File: src/rtl/rcc_mux_pkg.sv
// Shared types and defaults for the round-robin mux arbiter.
// No logic; state encoding and default sizing only.
// Backpressure: n/a.
package rcc_mux_pkg;

    localparam int N_DEFAULT = 9;
    localparam int M_DEFAULT = 4;

    typedef enum logic {
        IDLE = 1'b0,
        HOLD = 1'b1
    } state_t;

endpackage

File: src/rtl/mux_n_to_1.sv
// N-to-1 single-bit selector; indices at or above N yield 0.
// Latency: combinational.
// Backpressure: none.
module mux_n_to_1 #(
    parameter int N = 9,
    parameter int M = 4
) (
    input  logic [N-1:0] data,
    input  logic [M-1:0] sel,
    output logic         y
);

    always_comb begin
        y = 1'b0;
        for (int i = 0; i < N; i++) begin
            if (sel == M'(i)) begin
                y = data[i];
            end
        end
    end

endmodule

File: src/rtl/rr_mux_arbiter.sv
// Round-robin arbiter capturing one bit of the winning requester's data.
// Latency: one cycle from load (ack) to out_valid.
// Backpressure: out_ready=0 in HOLD freezes outputs and suppresses ack.
module rr_mux_arbiter
    import rcc_mux_pkg::*;
#(
    parameter int N = N_DEFAULT,
    parameter int M = M_DEFAULT
) (
    input  logic         clk,
    input  logic         rst_n,
    input  logic [N-1:0] req,
    input  logic [N-1:0] req_data,
    output logic [N-1:0] ack,
    output logic         out_valid,
    input  logic         out_ready,
    output logic         out_data,
    output logic [M-1:0] out_sel
);

    state_t       state;
    state_t       state_nxt;
    logic [M-1:0] ptr;
    logic [M-1:0] ptr_nxt;
    logic [M-1:0] win;
    logic         found;
    logic         load;
    logic         win_data;

    // Search wraps at N, not 2**M, so the index never leaves 0..N-1.
    always_comb begin
        int j;
        win   = '0;
        found = 1'b0;
        j     = 0;
        for (int k = 0; k < N; k++) begin
            j = int'(ptr) + k;
            if (j >= N) begin
                j = j - N;
            end
            if (!found && req[j[M-1:0]]) begin
                found = 1'b1;
                win   = j[M-1:0];
            end
        end
    end

    assign load    = rst_n && found && ((state == IDLE) || out_ready);
    assign ptr_nxt = (win == M'(N - 1)) ? '0 : win + 1'b1;

    always_comb begin
        ack = '0;
        if (load) begin
            for (int i = 0; i < N; i++) begin
                ack[i] = (win == M'(i));
            end
        end
    end

    mux_n_to_1 #(
        .N(N),
        .M(M)
    ) u_mux (
        .data(req_data),
        .sel (win),
        .y   (win_data)
    );

    always_comb begin
        state_nxt = state;
        case (state)
            IDLE: begin
                if (load) begin
                    state_nxt = HOLD;
                end
            end
            HOLD: begin
                if (out_ready && !load) begin
                    state_nxt = IDLE;
                end
            end
            default: state_nxt = IDLE;
        endcase
    end

    always_ff @(posedge clk or negedge rst_n) begin
        if (!rst_n) begin
            state <= IDLE;
        end else begin
            state <= state_nxt;
        end
    end

    always_ff @(posedge clk or negedge rst_n) begin
        if (!rst_n) begin
            out_sel  <= '0;
            out_data <= 1'b0;
            ptr      <= '0;
        end else if (load) begin
            out_sel  <= win;
            out_data <= win_data;
            ptr      <= ptr_nxt;
        end
    end

    assign out_valid = (state == HOLD);

endmodule
File: config.mk
export PLATFORM = sky130hd
export DESIGN_NAME = rr_mux_arbiter
export DESIGN_NICKNAME = d
export VERILOG_FILES = /design/src/rtl/rcc_mux_pkg.sv /design/src/rtl/mux_n_to_1.sv /design/src/rtl/rr_mux_arbiter.sv
export SDC_FILE = /design/constraint.sdc
export NUM_CORES = 1
export LEC_CHECK = 0
export ABC_AREA = 1
export CAP_MARGIN = 40
export CELL_PAD_IN_SITES_DETAIL_PLACEMENT = 1
export CELL_PAD_IN_SITES_GLOBAL_PLACEMENT = 1
export CORE_MARGIN = 1
export CORE_UTILIZATION = 24
export DETAILED_ROUTE_END_ITERATION = 6
export PLACE_DENSITY = 0.62
export SLEW_MARGIN = 0
export SYNTH_ARGS = -nofsm -noshare
export SYNTH_HDL_FRONTEND = slang
export SYNTH_SLANG_ARGS = --single-unit
export TNS_END_PERCENT = 20
File: constraint.sdc
create_clock -name clk -period 4.8 [get_ports clk]
set_clock_uncertainty 0.05 [all_clocks]
set_input_delay 0.72 -clock clk [delete_from_list [all_inputs] [get_ports clk]]
set_output_delay 0.72 -clock clk [all_outputs]
set_load 0.02 [all_outputs]
-- Yosys cells after proc, flatten, opt, wreduce, memory -nomap -nowiden
Index checks and enable logic that the tools add are counted.
- bits of input ports: 21
- output and inout bits: 15
- bits in registers: 10
- reduce and logical (&&, ||, !) cells: 22
- order comparisons: 18
- eq/ne operators: 8
- muxes and demuxes: 59
- add/subtract/negate cells: 18
- bitwise operators: 1
- operators by type and width (operator ; count):
    4-bit 2-to-1 mux ; 19
    4-bit by 5-bit less-than comparator with 1-bit output (second input constant) ; 9
    5-bit by 4-bit >= comparator with 1-bit output (second input constant) ; 8
    1-bit binary-select mux with 4-bit select ; 9
    4-bit subtractor (second input constant) ; 9
    1-bit 2-to-1 mux ; 29
    4-bit by 3-bit adder with 5-bit output (second input constant) ; 4
    4-bit by 3-bit equality test with 1-bit output (second input constant) ; 4
    1-bit logical AND ; 11
    4-bit by 2-bit adder with 5-bit output (second input constant) ; 2
    1-bit zero test ; 9
    9-bit 2-to-1 mux ; 1
    4-bit by 2-bit equality test with 1-bit output (second input constant) ; 2
    4-bit by 1-bit adder with 5-bit output (second input constant) ; 1
    4-bit by 4-bit adder with 5-bit output (second input constant) ; 1
    4-bit by 1-bit adder with 4-bit output (second input constant) ; 1
    4-bit by 1-bit equality test with 1-bit output (second input constant) ; 1
    4-bit equality test (second input constant) ; 1
    4-bit >= comparator (second input constant) ; 1
    4-bit zero test ; 1
    1-bit case mux with 2 select lines ; 1
    1-bit logical OR ; 1
    1-bit NOT ; 1

-- Longest topological paths before layout
Gate-level depths: netlist of the first run.
- depth after elaboration: 39
- depth in mapped cells: 36
- mapped depth without buffers: 35

-- Modules after synthesis
A second synthesis of the first run with hierarchy kept.
- cell total of the unflattened synthesis: 597
- area total of the unflattened synthesis: 3393.3 um2
- by module, submodules not included (module ; seq. area each (um2) ; instances ; area an instance (um2) ; cells each):
    rr_mux_arbiter ; 250.2 ; 1 ; 3273.1 ; 569
    mux_n_to_1 ; 0.0 ; 1 ; 120.1 ; 28

-- Worst setup path after synthesis of the first run
OpenSTA, ideal clock, no wires.
- kind: register to output
- start: register ptr[1]
- end: output ack[0]
- setup slack: -0.021 ns
- path buffers: 1
- arrival: 4.051 ns
- required time: 4.030 ns
- cell stages (with the launch flop): 22
- cells stage by stage: dfrtp_1 > inv_1 > ha_1 > clkbuf_1 > nand2_1 > o21ai_2 > nand4_1 > or2_1 > nand2_2 > nor2_4 > nand2_4 > nor2_4 > nand2_1 > inv_1 > a211oi_1 > o21ai_0 > nor3_1 > o211ai_1 > inv_1 > ha_1 > inv_1 > nor4_1
- elaborated cells between the ends (all ways): 91
- RTL lines (what ; RTL line ; RTL):
    from (decl) ; rr_mux_arbiter.sv:23 ; logic [M-1:0] ptr;
    from (signal assigned) ; rr_mux_arbiter.sv:102 ; ptr <= ptr_nxt;
    branches (longest 28 deep; another with 4-bit by 1-bit adder with 5-bit output) ; n/a ;
    4-bit 2-to-1 mux * ; rr_mux_arbiter.sv:41 ; if (!found && req[j[M-1:0]]) begin
    via u_mux.sel[0] ; mux_n_to_1.sv:9 ; input logic [M-1:0] sel,
    4-bit zero test * ; rr_mux_arbiter.sv:55 ; ack[i] = (win == M'(i));
    9-bit 2-to-1 mux * ; rr_mux_arbiter.sv:53 ; if (load) begin
    to (decl) ; rr_mux_arbiter.sv:14 ; output logic [N-1:0] ack,
Mark *: on every way through the listed nets, which the timed path passes. The select of a mux whose other input is x is not followed.

-- Worst setup path in the final report of the first run
Same ends and word-level chain as after synthesis.

==> out/qor.log, run 1 <==
INFO  yosys          yosysWarningCount=0
INFO  clock_tree     cts_htree_levels=1
INFO  yosys          synth_area_leader_cell=sky130_fd_sc_hd__nand2_1
INFO  clock_tree     tritoncts=yes
INFO  hold_path      holdCritPathClass=register to register
INFO  floorplan      fp.dieArea=0.01472sqmm
INFO  global_route   antenna_found_initial=0
INFO  layout         n_antenna_cell=0
INFO  global_route   grt_overflow_total=0
INFO  routing        drc_errors=0
INFO  floorplan      initial_utilization=0.2462
INFO  routing        drt-wirelength-per-cell=16.96um
INFO  floorplan      chipWidth=121.3um
INFO  yosys          synth_ff_type=sky130_fd_sc_hd__dfrtp_1
INFO  critical_path  cp_startpoint_kind=register
INFO  yosys          number_of_flops_mapped_to_enable_cells_by_yosys=0
INFO  clock_tree     bufs_on_longest_clock_path=2
INFO  floorplan      coreArea=0.01388sqmm
INFO  routing        ant_nets=0
INFO  clock_tree     clk_pin_slew=0.04ns
INFO  placement      io_buffers=35
INFO  yosys          syn-instance-count=592
INFO  global_route   grt_usage=0.2096
INFO  routing        route.vias.total=4,904
INFO  sta            layout_min_cycle_time=4.797ns
INFO  critical_path  worstPathArrival=4.03ns
INFO  layout         highest_count_cells_in_the_layout_ignoring_fill_and_taps=sky130_fd_sc_hd__buf_4, sky130_fd_sc_hd__nand2_1, sky130_fd_sc_hd__nand3_1
INFO  clock_tree     cts.sinks=10
INFO  clock_tree     post_cts_hold_buffer_count=0
INFO  floorplan      placement_rows=43
INFO  layout         most_common_cell_after_layout_fill_and_taps_aside=sky130_fd_sc_hd__buf_4
INFO  sta            worst-slew-pin-transition=0.5103ns
INFO  global_route   first_pass_grt_wire_length=24.61mm
INFO  placement      gp_congestion=0.9053
INFO  sta            final-max-slew-violation-count=0
INFO  critical_path  critical_path_start_end_classification=register to output port
INFO  placement      dpl.hpwl=13.11mm
INFO  layout         layout-drive-gt1-share=0.5000
INFO  sta            fin_crit_sh=0.9994
INFO  routing        viasPerCell=4.924
INFO  layout         area_growth_syn_to_layout=84.25%
INFO  sta            setup-violations-final=0
INFO  yosys          synthDominantCellAreaShare=0.2054
INFO  sta            timing.slew.headroom=0.6588
INFO  run            max_cap_violations=0
INFO  critical_path  cp_capture_type=output port
INFO  routing        drt-pass1-iter-count=4
INFO  clock_tree     cts_buf_count=3
INFO  yosys          synth_area_leaders=sky130_fd_sc_hd__nand2_1, sky130_fd_sc_hd__nand3_1, sky130_fd_sc_hd__ha_1, sky130_fd_sc_hd__dfrtp_1, sky130_fd_sc_hd__inv_1
INFO  outcome        outcome=finished, final reports clean
INFO  yosys          ys_seq_area_frac=0.07323
INFO  yosys          syn-mean-instance-area=5.772squm
INFO  critical_path  critPathRequiredTime=4.03ns
INFO  placement      dp_slack=-0.5598ns
INFO  yosys          synth_cell_type_count=45
INFO  floorplan      ios=36
INFO  yosys          async_reset_ff_frac=1.000
INFO  global_route   grt_start_max_net_pins=18
INFO  sta            grt_setup_unrepaired=true
INFO  yosys          syn_area=0.003417sqmm
INFO  clock_tree     ctsRootBufferMaster=sky130_fd_sc_hd__clkbuf_16
INFO  sta            report.final.hold_viol_count=0
INFO  global_route   first_global_vias=4,957
INFO  sta            fmax=0.2085GHz
INFO  floorplan      dieHeight=121.3um
INFO  clock_tree     worst_skew_late_latency=0.24ns
INFO  sta            fin_ws=0.002761ns
INFO  critical_path  critPathMaxFanout=5
INFO  routing        drt-total-wl=16.90mm
INFO  routing        detailedRoute.firstIterationViolations=207
INFO  layout         nets=864
INFO  layout         final.fill_count=1,765
INFO  yosys          postSynthRegisterBits=10
INFO  yosys          syn_nets=639
INFO  layout         layout.core_utilization=0.4536
==> cell type report <==
type	count	area [sq um]	share of cell area
inverters	75	289.0	0.04591
flip-flops and latches	10	252.7	0.04014
multi-input cells	501	3593	0.5707
repair buffers	226	1847	0.2933
well taps	180	225.2	0.03577
clock buffers	4	88.84	0.01411
==> state kept, by name (all words and copies together), names as in the netlist <==
| signal | flops |
|---|---|
| ptr | 4 |
| out_sel | 4 |
| out_data | 1 |
| out_valid | 1 |
==> critical path, stage by stage, from the launching register on <==
cell                       delay, ns
sky130_fd_sc_hd__dfrtp_2        0.42
sky130_fd_sc_hd__inv_4          0.08
sky130_fd_sc_hd__buf_12         0.13
sky130_fd_sc_hd__ha_4           0.29
sky130_fd_sc_hd__nand2_2        0.06
sky130_fd_sc_hd__inv_2          0.05
sky130_fd_sc_hd__buf_4          0.11
sky130_fd_sc_hd__nand3_4        0.08
sky130_fd_sc_hd__nand2_4        0.10
sky130_fd_sc_hd__nand3_4        0.08
sky130_fd_sc_hd__buf_4          0.16
sky130_fd_sc_hd__nand3_1        0.10
sky130_fd_sc_hd__nand3_1        0.12
sky130_fd_sc_hd__nand3b_1       0.11
sky130_fd_sc_hd__nand3b_1       0.09
sky130_fd_sc_hd__nand2_2        0.14
sky130_fd_sc_hd__buf_6          0.12
sky130_fd_sc_hd__nor2_4         0.04
sky130_fd_sc_hd__nand4_1        0.14
sky130_fd_sc_hd__nor2_1         0.08
sky130_fd_sc_hd__nor3_2         0.23
sky130_fd_sc_hd__o211ai_1       0.20
sky130_fd_sc_hd__inv_1          0.15
sky130_fd_sc_hd__ha_2           0.22
sky130_fd_sc_hd__inv_2          0.05
sky130_fd_sc_hd__nor4_2         0.25
sky130_fd_sc_hd__buf_4          0.18
==> layer usage <==
metal,vias to the layer above,share of wire,GRT usage
met4,0,0.028,0.04630
met3,37,0.021,0.01034
met2,80,0.54,0.3924
met1,2392,0.42,0.2603
met5,-,0,0
li1,2395,-,-
==> through the flow <==
stage	TNS [ns]	instance area, sq um	hold slack [ns]	cells
floorplan	0	3423	0.3744	592
global placement	-3.284	5207	0.4205	965
detailed placement	-4.442	5207	0.4313	965
CTS	-0.03058	5478	0.4430	974
global route	-0.9252	6296	0.4661	996
finish	0	6296	0.4326	996
==> path summary, 6_finish.rpt <==
| kind | endpoint | cells past startpoint | slack (ns) | start |
|---|---|---|---|---|
| worst min register to register | out_data | 2 | 0.43 | out_data |
| worst min-delay path | out_data | 2 | 0.43 | out_data |
| max in group asynchronous | ptr[2] | 1 | 3.56 | rst_n |
| worst max-delay path | ack[0] | 26 | 0.003 | ptr[1] |
| worst max register to register | out_data | 36 | 0.43 | ptr[1] |
| min in group asynchronous | out_sel[1] | 1 | 0.77 | rst_n |
==> cell families (layout without fill, tap and decap cells) <==
family,after synthesis,after routing,synth area share
compound gates,75,75,0.1366
xor+xnor,9,9,0.03296
fa+ha+maj,26,26,0.09520
buf+inv,82,305,0.09557
flops,10,10,0.07323
simple gates,390,391,0.5665
==> repair_timing <==
item                       4_1_cts  5_1_grt
buffers inserted                 5       22
pin swaps                       12       52
setup endpoints to repair       10       10
resized for setup               83      164
gates cloned                     0        1
==> synthesized netlist by cell type (2+ instances only) <==
library cell and count:
sky130_fd_sc_hd__nand3_4 3, sky130_fd_sc_hd__o21ai_2 10, sky130_fd_sc_hd__nand2_2 21, sky130_fd_sc_hd__buf_4 2, sky130_fd_sc_hd__a21oi_1 13, sky130_fd_sc_hd__o21ai_1 9, sky130_fd_sc_hd__xor2_2 2, sky130_fd_sc_hd__or2_1 3
sky130_fd_sc_hd__o21ai_0 26, sky130_fd_sc_hd__xor2_1 5, sky130_fd_sc_hd__nor2_2 4, sky130_fd_sc_hd__inv_1 58, sky130_fd_sc_hd__o211ai_1 8, sky130_fd_sc_hd__nand4_1 10, sky130_fd_sc_hd__nand2_1 187, sky130_fd_sc_hd__nor2_4 3
sky130_fd_sc_hd__nand3b_1 6, sky130_fd_sc_hd__nor2_1 29, sky130_fd_sc_hd__nand3_2 9, sky130_fd_sc_hd__nand3_1 92, sky130_fd_sc_hd__nor3_1 10, sky130_fd_sc_hd__nand2_4 8, sky130_fd_sc_hd__a211oi_1 2, sky130_fd_sc_hd__inv_2 15
sky130_fd_sc_hd__clkbuf_1 3, sky130_fd_sc_hd__dfrtp_1 10, sky130_fd_sc_hd__ha_1 26
Power of run 1 is left out: the tool's default activity adds up to more than one toggle a clock period on the data nets, which glitch-free logic cannot reach.
==> run 2: changes to the inputs <==
--- a/config.mk
+++ b/config.mk
@@ -9,7 +9,6 @@
 export CAP_MARGIN = 40
 export CELL_PAD_IN_SITES_DETAIL_PLACEMENT = 1
 export CELL_PAD_IN_SITES_GLOBAL_PLACEMENT = 1
-export CORE_MARGIN = 1
 export CORE_UTILIZATION = 24
 export DETAILED_ROUTE_END_ITERATION = 6
 export PLACE_DENSITY = 0.62
==> results of run 2 <==
Same layout as run 1: the final DEF is identical, and so are final timing and power.
Power of run 2 is left out for the same reason.
==> run 3: changes to the inputs <==
--- a/config.mk
+++ b/config.mk
@@ -12,7 +12,7 @@
 export CORE_UTILIZATION = 24
 export DETAILED_ROUTE_END_ITERATION = 6
 export PLACE_DENSITY = 0.62
-export SLEW_MARGIN = 0
+export SLEW_MARGIN = 40
 export SYNTH_ARGS = -nofsm -noshare
 export SYNTH_HDL_FRONTEND = slang
 export SYNTH_SLANG_ARGS = --single-unit
==> results of run 3 <==
Same layout as run 1: the final DEF is identical, and so are final timing and power.
Power of run 3 is left out for the same reason.
